[src/rtl/mmu.sv]
// Matrix multiply unit. Weight, data and result matrices are buffered in
// two-entry FIFOs. A small IDLE/LOAD/MULT controller moves weights into the
// array and runs one multiply at a time. Each acc_out element is the unsigned
// dot product of a data row with a weight column.
module mmu #(
  parameter int SIZE = 2
) (
  input  logic                             clk,
  input  logic                             rst_n,
  input  logic [SIZE-1:0][SIZE-1:0][7:0]   new_weight_in,
  input  logic                             new_weight_push,
  output logic                             new_weight_rdy,
  input  logic [SIZE-1:0][SIZE-1:0][7:0]   data_in,
  input  logic                             data_in_push,
  output logic                             data_in_rdy,
  output logic [SIZE-1:0][SIZE-1:0][31:0]  acc_out,
  input  logic                             acc_out_pop,
  output logic                             acc_out_rdy,
  input  logic                             weight_ld_start,
  output logic                             weight_ld_rdy,
  input  logic                             mult_run,
  output logic                             mult_rdy
);

  localparam int DEPTH = 2;
  localparam int CNT_W = $clog2(2 * SIZE);
  localparam int KW    = (SIZE > 1) ? $clog2(SIZE) : 1;
  localparam logic [CNT_W-1:0] LOAD_LAST = CNT_W'(SIZE - 1);
  localparam logic [CNT_W-1:0] MULT_LAST = CNT_W'(2 * SIZE - 1);
  localparam logic [CNT_W-1:0] K_END     = CNT_W'(SIZE);

  typedef logic [SIZE-1:0][SIZE-1:0][7:0]  mat8_t;
  typedef logic [SIZE-1:0][SIZE-1:0][31:0] mat32_t;
  typedef enum logic [1:0] {IDLE, LOAD, MULT} state_e;

  // Unsigned 8x8 product, zero-extended and added into a 32-bit sum (wraps).
  function automatic logic [31:0] mac(input logic [31:0] acc,
                                      input logic [7:0]  a,
                                      input logic [7:0]  b);
    logic [15:0] p;
    p = {8'd0, a} * {8'd0, b};
    return acc + {16'd0, p};
  endfunction

  // FIFO storage; DEPTH is 2, so one-bit pointers wrap naturally.
  mat8_t       wmem_q [DEPTH];
  logic        wwr_q, wrd_q;
  logic [1:0]  wcnt_q;
  mat8_t       dmem_q [DEPTH];
  logic        dwr_q, drd_q;
  logic [1:0]  dcnt_q;
  mat32_t      rmem_q [DEPTH];
  logic        rwr_q, rrd_q;
  logic [1:0]  rcnt_q;

  // Array state. lbuf_q/dbuf_q hold the popped operand, so later pushes can
  // reuse the freed FIFO slot while the operation is still running.
  mat8_t            lbuf_q, dbuf_q, w_q;
  mat32_t           acc_q;
  logic             wvalid_q;
  logic [CNT_W-1:0] cnt_q;
  logic [KW-1:0]    k_idx;
  state_e           state_q, state_d;

  logic w_push, w_pop, d_push, d_pop, r_push, r_pop;
  logic ld_go, mult_go, load_done, mult_done;

  assign new_weight_rdy = (wcnt_q != 2'd2);
  assign data_in_rdy    = (dcnt_q != 2'd2);
  assign acc_out_rdy    = (rcnt_q != 2'd0);
  assign acc_out        = rmem_q[rrd_q];
  assign k_idx          = cnt_q[KW-1:0];

  assign w_push = new_weight_push && new_weight_rdy;
  assign w_pop  = ld_go;
  assign d_push = data_in_push && data_in_rdy;
  assign d_pop  = mult_go;
  assign r_push = mult_done && (rcnt_q != 2'd2);
  assign r_pop  = acc_out_pop && acc_out_rdy;

  // Control state register.
  always_ff @(posedge clk or negedge rst_n) begin
    if (!rst_n) state_q <= IDLE;
    else        state_q <= state_d;
  end

  // Next-state logic; a weight load wins over a multiply requested together.
  always_comb begin
    state_d = state_q;
    case (state_q)
      IDLE:    if (ld_go) state_d = LOAD;
               else if (mult_go) state_d = MULT;
      LOAD:    if (load_done) state_d = IDLE;
      MULT:    if (mult_done) state_d = IDLE;
      default: state_d = IDLE;
    endcase
  end

  // Controller outputs: handshake readies and operation strobes.
  always_comb begin
    weight_ld_rdy = (state_q == IDLE) && (wcnt_q != 2'd0);
    mult_rdy      = (state_q == IDLE) && wvalid_q && (dcnt_q != 2'd0) && (rcnt_q != 2'd2);
    ld_go         = weight_ld_start && weight_ld_rdy;
    mult_go       = mult_run && mult_rdy && !ld_go;
    load_done     = (state_q == LOAD) && (cnt_q == LOAD_LAST);
    mult_done     = (state_q == MULT) && (cnt_q == MULT_LAST);
  end

  // Weight FIFO.
  always_ff @(posedge clk or negedge rst_n) begin
    if (!rst_n) begin
      wwr_q  <= 1'b0;
      wrd_q  <= 1'b0;
      wcnt_q <= 2'd0;
      for (int n = 0; n < DEPTH; n++) wmem_q[n] <= '0;
    end else begin
      if (w_push) begin
        wmem_q[wwr_q] <= new_weight_in;
        wwr_q         <= wwr_q + 1'b1;
      end
      if (w_pop) wrd_q <= wrd_q + 1'b1;
      if (w_push && !w_pop)      wcnt_q <= wcnt_q + 2'd1;
      else if (!w_push && w_pop) wcnt_q <= wcnt_q - 2'd1;
    end
  end

  // Data FIFO.
  always_ff @(posedge clk or negedge rst_n) begin
    if (!rst_n) begin
      dwr_q  <= 1'b0;
      drd_q  <= 1'b0;
      dcnt_q <= 2'd0;
      for (int n = 0; n < DEPTH; n++) dmem_q[n] <= '0;
    end else begin
      if (d_push) begin
        dmem_q[dwr_q] <= data_in;
        dwr_q         <= dwr_q + 1'b1;
      end
      if (d_pop) drd_q <= drd_q + 1'b1;
      if (d_push && !d_pop)      dcnt_q <= dcnt_q + 2'd1;
      else if (!d_push && d_pop) dcnt_q <= dcnt_q - 2'd1;
    end
  end

  // Result FIFO; storage is cleared so acc_out reads zero out of reset.
  always_ff @(posedge clk or negedge rst_n) begin
    if (!rst_n) begin
      rwr_q  <= 1'b0;
      rrd_q  <= 1'b0;
      rcnt_q <= 2'd0;
      for (int n = 0; n < DEPTH; n++) rmem_q[n] <= '0;
    end else begin
      if (r_push) begin
        rmem_q[rwr_q] <= acc_q;
        rwr_q         <= rwr_q + 1'b1;
      end
      if (r_pop) rrd_q <= rrd_q + 1'b1;
      if (r_push && !r_pop)      rcnt_q <= rcnt_q + 2'd1;
      else if (!r_push && r_pop) rcnt_q <= rcnt_q - 2'd1;
    end
  end

  // Operation cycle counter, restarted on every LOAD/MULT entry.
  always_ff @(posedge clk or negedge rst_n) begin
    if (!rst_n)                           cnt_q <= '0;
    else if (ld_go || mult_go)            cnt_q <= '0;
    else if (load_done || mult_done)      cnt_q <= '0;
    else if (state_q != IDLE)             cnt_q <= cnt_q + 1'b1;
  end

  // Weight load: capture the FIFO head, then shift one row per cycle so that
  // after SIZE cycles row k of the array holds row k of the matrix.
  always_ff @(posedge clk or negedge rst_n) begin
    if (!rst_n) begin
      lbuf_q   <= '0;
      w_q      <= '0;
      wvalid_q <= 1'b0;
    end else begin
      if (ld_go) lbuf_q <= wmem_q[wrd_q];
      if (state_q == LOAD) begin
        for (int k = 0; k < SIZE - 1; k++) w_q[k] <= w_q[k+1];
        w_q[SIZE-1] <= lbuf_q[k_idx];
        if (load_done) wvalid_q <= 1'b1;
      end
    end
  end

  // Multiply: one k term per cycle for the first SIZE cycles; the remaining
  // cycles keep the fixed 2*SIZE latency before the result is pushed.
  always_ff @(posedge clk or negedge rst_n) begin
    if (!rst_n) begin
      dbuf_q <= '0;
      acc_q  <= '0;
    end else if (mult_go) begin
      dbuf_q <= dmem_q[drd_q];
      acc_q  <= '0;
    end else if ((state_q == MULT) && (cnt_q < K_END)) begin
      for (int i = 0; i < SIZE; i++)
        for (int j = 0; j < SIZE; j++)
          acc_q[i][j] <= mac(acc_q[i][j], dbuf_q[i][k_idx], w_q[k_idx][j]);
    end
  end

endmodule

[config.mk]
export PLATFORM = sky130hd
export DESIGN_NAME = mmu
export DESIGN_NICKNAME = d
export VERILOG_FILES = /design/src/rtl/mmu.sv
export SDC_FILE = /design/constraint.sdc
export NUM_CORES = 2
export LEC_CHECK = 0
export CORE_MARGIN = 5
export CORE_UTILIZATION = 55
export DETAILED_ROUTE_END_ITERATION = 10
export MAX_ROUTING_LAYER = met4
export PLACE_DENSITY = 0.78
export SYNTH_ARGS = -nofsm -noshare
export SYNTH_HDL_FRONTEND = slang
export SYNTH_SLANG_ARGS = --single-unit
export TNS_END_PERCENT = 10
[constraint.sdc]
create_clock -name clk -period 5.25 [get_ports clk]
set_input_delay 0.525 -clock clk [delete_from_list [all_inputs] [get_ports clk]]
set_output_delay 0.525 -clock clk [all_outputs]
set_load 0.1 [all_outputs]
### Word level (Yosys, flattened, before mapping)

Cells that the tools add are included.

* flip-flop bits (word level): 625
* latch bits: 0
* memory bits (writable): 0
* memory bits (read-only): 0
* input port bits: 71
* logic and storage cells: 185
* memories kept: 0

* add/subtract/negate cells: 17
* $mul: 4
* div/mod/pow operators: 0
* $lt $le $gt $ge: 11
* eq/ne operators: 10
* shifts and indexed selects: 0
* muxes and demuxes: 42
* bitwise logic cells: 6
* reductions and logical operators: 43

Operator list (number)
* 128-bit 2-to-1 mux: 6
* 256-bit bitwise mux: 1
* 32-bit 2-to-1 mux: 8
* 32-bit by 16-bit adder with 32-bit output: 4
* 64-bit bitwise mux: 2
* 128-bit demux with 1-bit select: 1
* 32-bit demux with 1-bit select: 2
* 8-bit by 8-bit multiplier with 16-bit output: 4
* 16-bit 2-to-1 mux: 4
* 8-bit 2-to-1 mux: 4
* 2-bit 2-to-1 mux: 13
* 1-bit logical AND: 23
* 2-bit nonzero test: 8
* 2-bit >= comparator (second input constant): 6
* 1-bit inverter with 2-bit output: 6
* 2-bit != test (second input constant): 5
* 2-bit by 1-bit adder with 2-bit output (second input constant): 4
* 1-bit adder (second input constant): 6
* 1-bit logical NOT: 6
* 2-bit by 1-bit less-than comparator with 1-bit output (second input constant): 3
* 2-bit case mux with 3 select lines: 1
* 2-bit by 1-bit subtractor with 2-bit output (second input constant): 3
* 2-bit by 1-bit == test with 1-bit output (second input constant): 2
* 2-bit == test (second input constant): 2
* 8 further kinds: 9

### Logic depth before layout (Yosys ltp)

* depth after elaboration: 9
* gate-level depth with buffers: 22
* depth with buffers taken out: 20

### Worst setup path after synthesis

No wires, ideal clock.

* path kind: reg2reg
* start point: register cnt_q[0]
* end point: register acc_q[26] (netlist name)
* library setup time: 0.078 ns
* arrival: 5.523 ns
* data required time: 5.172 ns
* setup slack: -0.350 ns
* stages on the path, launching flop included: 20
* path buffers: 3
* cells stage by stage: dfrtp_1 > buf_2 > buf_2 > buf_1 > mux2i_1 > nor2_1 > fa_1 > fa_1 > fa_1 > inv_1 > fa_1 > inv_1 > ha_1 > a21oi_1 > o21ai_0 > a31oi_1 > o21ai_1 > a311oi_2 > or4_1 > a21oi_1

* word-level cells in the longest chain between the ends: 6

Ends and longest elaborated chain
* from (decl): RTL line 61 `logic [CNT_W-1:0] cnt_q;`
* from (signal assigned): RTL line 168 `else if (state_q != IDLE) cnt_q <= cnt_q + 1'b1;`
* 8-bit 2-to-1 mux (implied by the code) or 16-bit 2-to-1 mux (tied branches) (2 in series)
* 8-bit by 8-bit multiplier with 16-bit output: RTL line 41 `p = {8'd0, a} * {8'd0, b};`
* 32-bit by 16-bit adder with 32-bit output: RTL line 42 `return acc + {16'd0, p};`
* 128-bit 2-to-1 mux: RTL line 197 `end else if ((state_q == MULT) && (cnt_q < K_END)) begin`
* 128-bit 2-to-1 mux: RTL line 194 `end else if (mult_go) begin`
* to (signal, indexed assignment): RTL line 200 `acc_q[i][j] <= mac(acc_q[i][j], dbuf_q[i][k_idx], w_q[k_idx][j]);`
* to (decl): RTL line 59 `mat32_t acc_q;`

Several ways; a longest one is shown, not always the timed one. The select of a mux whose other input is x is not followed.
A chain may end at the register's enable or synchronous reset.

### Worst setup path after layout

* start point: register cnt_q[0]
* end point: register acc_q[117] (netlist name)

* word-level cells in the longest chain between the ends: 6

Ends and longest elaborated chain (RTL line)
* 8-bit 2-to-1 mux (implied by the code) or 16-bit 2-to-1 mux (tied branches) (2 in series): 200
* 8-bit by 8-bit multiplier with 16-bit output: 41
* 32-bit by 16-bit adder with 32-bit output: 42
* 128-bit 2-to-1 mux: 197
* 128-bit 2-to-1 mux: 194

Several ways; a longest one is shown, not always the timed one. The select of a mux whose other input is x is not followed.

==> impl_results.md <==
* R2r worst-path depth at 20
* Flops & latches, synth at 625
* Syn Inst Count at 3426
* Met2 Use GR at 0.385
* WP data arrival at 5770 ps
* GRT Overall Usage at 0.248
* Tightest Pin Transition at 1070 ps
* Slew headroom at 0.282
* Syn Area/Cell at 10.9 um^2
* Clk pin slew, worst setup/hold paths at 60 ps
* Simple-Gate Fraction of Synth Area at 0.0907
* I/O Pins at 204
* Hold Vio Cnt, Final at 0
* Worst hold path type: in2async
* Synthesized-area fraction occupied by adder cells at 0.165
* Pwr dens at 685 nW/um^2
* Synth area leader: dfrtp_1
* Primary FF master, synth: dfrtp_1
* Reg2reg setup slack at -30 ps
* IO Port Bufs at 203
* Post-route ant nets at 0
* Seq/Total Area, Yosys at 0.421
* WL/cell at 18.7 um
* CTS tree: done
* VDD IR max at 0.624 mV
* CP required at 5730 ps
* Antenna violations before repair at 3
* Die span in y at 270 um
* Busiest metal layer after global routing: met2
* Vias in the first global route at 26800
* Max Cap Viol at 0
* XOR/XNOR Fraction of Synth Area at 0.0200
* Placed wire-length estimate at 62300 um
* Tot Pwr at 30.6 mW
* # fillers at 4937
* NumNets Final at 4205
* Status: finished, violations left
* CP Max Fanout at 11
* Part of the cycle the worst path needs at 1.01
* Compound-Gate Fraction of Synth Area at 0.0621
* Worst Hold Slack at 1.25 ps
* Post-route DRC violation count at 0
* Die area at 72900 um^2
* # setup viols final at 7
* Failing checks: negative setup slack
* Starting density of the core at 0.554
* Syn nets at 3866
* Synth cell count leaders: dfrtp_1, mux2_2, inv_1
* Largest family of logic cells by synthesized area: multiplexers
* Via count of the routed design at 25900
* Top cells by area, synth: dfrtp_1, mux2_2, fa_1
* CP endpoint kind: flip-flop
* R2R Path Start: cnt_q[0]
* Die X at 270 um
* RSZ-0062 raised after global routing: yes
* Hold buffers post-CTS at 0
* Gr ovfl total at 0
* Std-Cell Core Area at 67200 um^2
* Area of the mapped netlist at 37200 um^2
* F_max at 189 MHz
* Number of enable flip-flop cells after synthesis at 0
* GPL Wtd Cong at 0.920
* Post-synth cell types at 65
* 1st-iter DRT viols at 1807
* Most frequent cell after synthesis: dfrtp_1
* Final core utilization at 0.665
* Largest net degree at the start of global routing at 129
* Area delta synth->final at 20.2%
* Layout Skew at 23.1 ps
* Final max-slew violation count at 0
* Pre-CTS setup slack at -221 ps
* Startpoint types: flip-flop
* Global-route wire length before repair at 144000 um
* Multiplexer share of the synthesized area at 0.185
* H-tree depth at 3
* Lkg Pwr at 21.9 nW
* Syn. warnings at 0
* Post-route setup slack at -32.3 ps
* Share of layout cells above drive strength 1 at 0.250
* Global Route met3 Usage at 0.0377
* Met1 Track Usage GR at 0.342
* Num Clock Sinks at 625
* Vias/cell at 5.52
* Root Buffer: clkbuf_16
* Detailed Route WL at 87900 um
* Clock latency on the worst-skew pair at 630 ps
* Critical R2R Capture: acc_q[117]
* Clock Path Buffers at 3
* Cell Rows at 95
* DRT Pass-1 Iters at 6
* Tmin final at 5280 ps
* Critical path class: reg2reg
* Num CTS Buffers at 69
* Fraction of registers with async set/reset at 1.00
* Share of Yosys cell area claimed by the top area cell type at 0.421
flip-flops by register name (all words and copies together) (netlist names), 32 cells and up:
name / cells
w_q: 32
rmem_q: 256
dbuf_q: 32
lbuf_q: 32
dmem_q: 64
acc_q: 128
wmem_q: 64
cell families after synthesis:
kind of cell               after synthesis
AOI/OAI and AO/OA                      395
xor gates and xnor gates                85
adders and majority gates              369
buffers and inverters                  554
DFF                                    625
muxes                                  624
and+or+nand+nor                        774
where the power goes:
group	leakage (nW)	switching [mW]	internal [mW]
Combinational	12.4	10.2	7.72
Sequential	8.25	1.31	6.29
Clock	1.18	2.01	3.00
Total	21.9	13.6	17.0
worst max-delay path, stage by stage, from the launching register on:
cell	delay, ps
dfrtp_4	560
buf_12	180
mux2i_1	330
buf_4	270
nor2_1	80
fa_1	410
fa_1	490
inv_1	50
fa_1	480
fa_1	490
inv_1	40
ha_1	280
o21a_1	180
o31a_1	130
o21ai_2	200
a211oi_2	90
buf_4	150
nor4b_4	320
buf_12	180
nor3_1	70
mux2i_1	150
worst max path at each step:
stage	from	end	slack, ps
3_5_place_dp	cnt_q[0]	acc_q[95]	-220
4_1_cts	cnt_q[0]	acc_q[26]	-40
5_1_grt	cnt_q[0]	acc_q[53]	-210
3_3_place_gp	cnt_q[0]	acc_q[95]	-130
2_1_floorplan	cnt_q[0]	acc_q[26]	-70
6_report	cnt_q[0]	acc_q[117]	-30
area by class of cell:
| class | count | area (um^2) | share of cell area |
|---|---|---|---|
| clock buffers | 96 | 2000 | 0.0448 |
| inverters | 405 | 1520 | 0.0341 |
| flip-flops and latches | 625 | 15700 | 0.350 |
| repair buffers | 417 | 3930 | 0.0879 |
| clock inverters | 29 | 392 | 0.00877 |
| multi-input cells | 2247 | 20100 | 0.449 |
| well taps | 873 | 1090 | 0.0245 |
| diodes | 3 | 7.51 | 0.000168 |
metrics by stage:
step                area (um^2)  std cells  setup TNS [ps]
global placement          41300       4540           -1780
finish                    44700       4695           -98.8
detailed placement        41300       4540           -5060
CTS                       44000       4674           -72.9
floorplan                 37200       3426           -72.1
global route              44700       4695           -7310
placed cells by master, fill, tap and decap left out, types with 16 or more instances in the layout:
cell type / instances
nor2_1: 177
buf_12: 19
xnor2_1: 43
nand2_1: 380
a21o_1: 16
nand3_1: 72
buf_4: 185
mux2i_1: 116
nand2b_1: 21
dfrtp_1: 621
xor2_1: 42
inv_1: 398
o31ai_1: 24
mux2_4: 16
clkdlybuf4s50_1: 202
mux2_2: 480
fa_1: 195
o21ai_0: 179
ha_1: 161
a21oi_1: 56
clkbuf_16: 71
o21ai_1: 27
repair_timing:
action,in CTS,in global routing
setup buffers,10,17
endpoints found under the setup margin,57,78
pin swaps,12,46
cloned,0,2
endpoints found under the hold margin,0,0
resized for setup,46,116
per-layer routing:
layer	part of all wire	up-vias
met5	0	-
met4	0.028	0
met3	0.051	149
met2	0.47	684
met1	0.45	13000
li1	-	12100
Power figures use the tool's default switching activity.
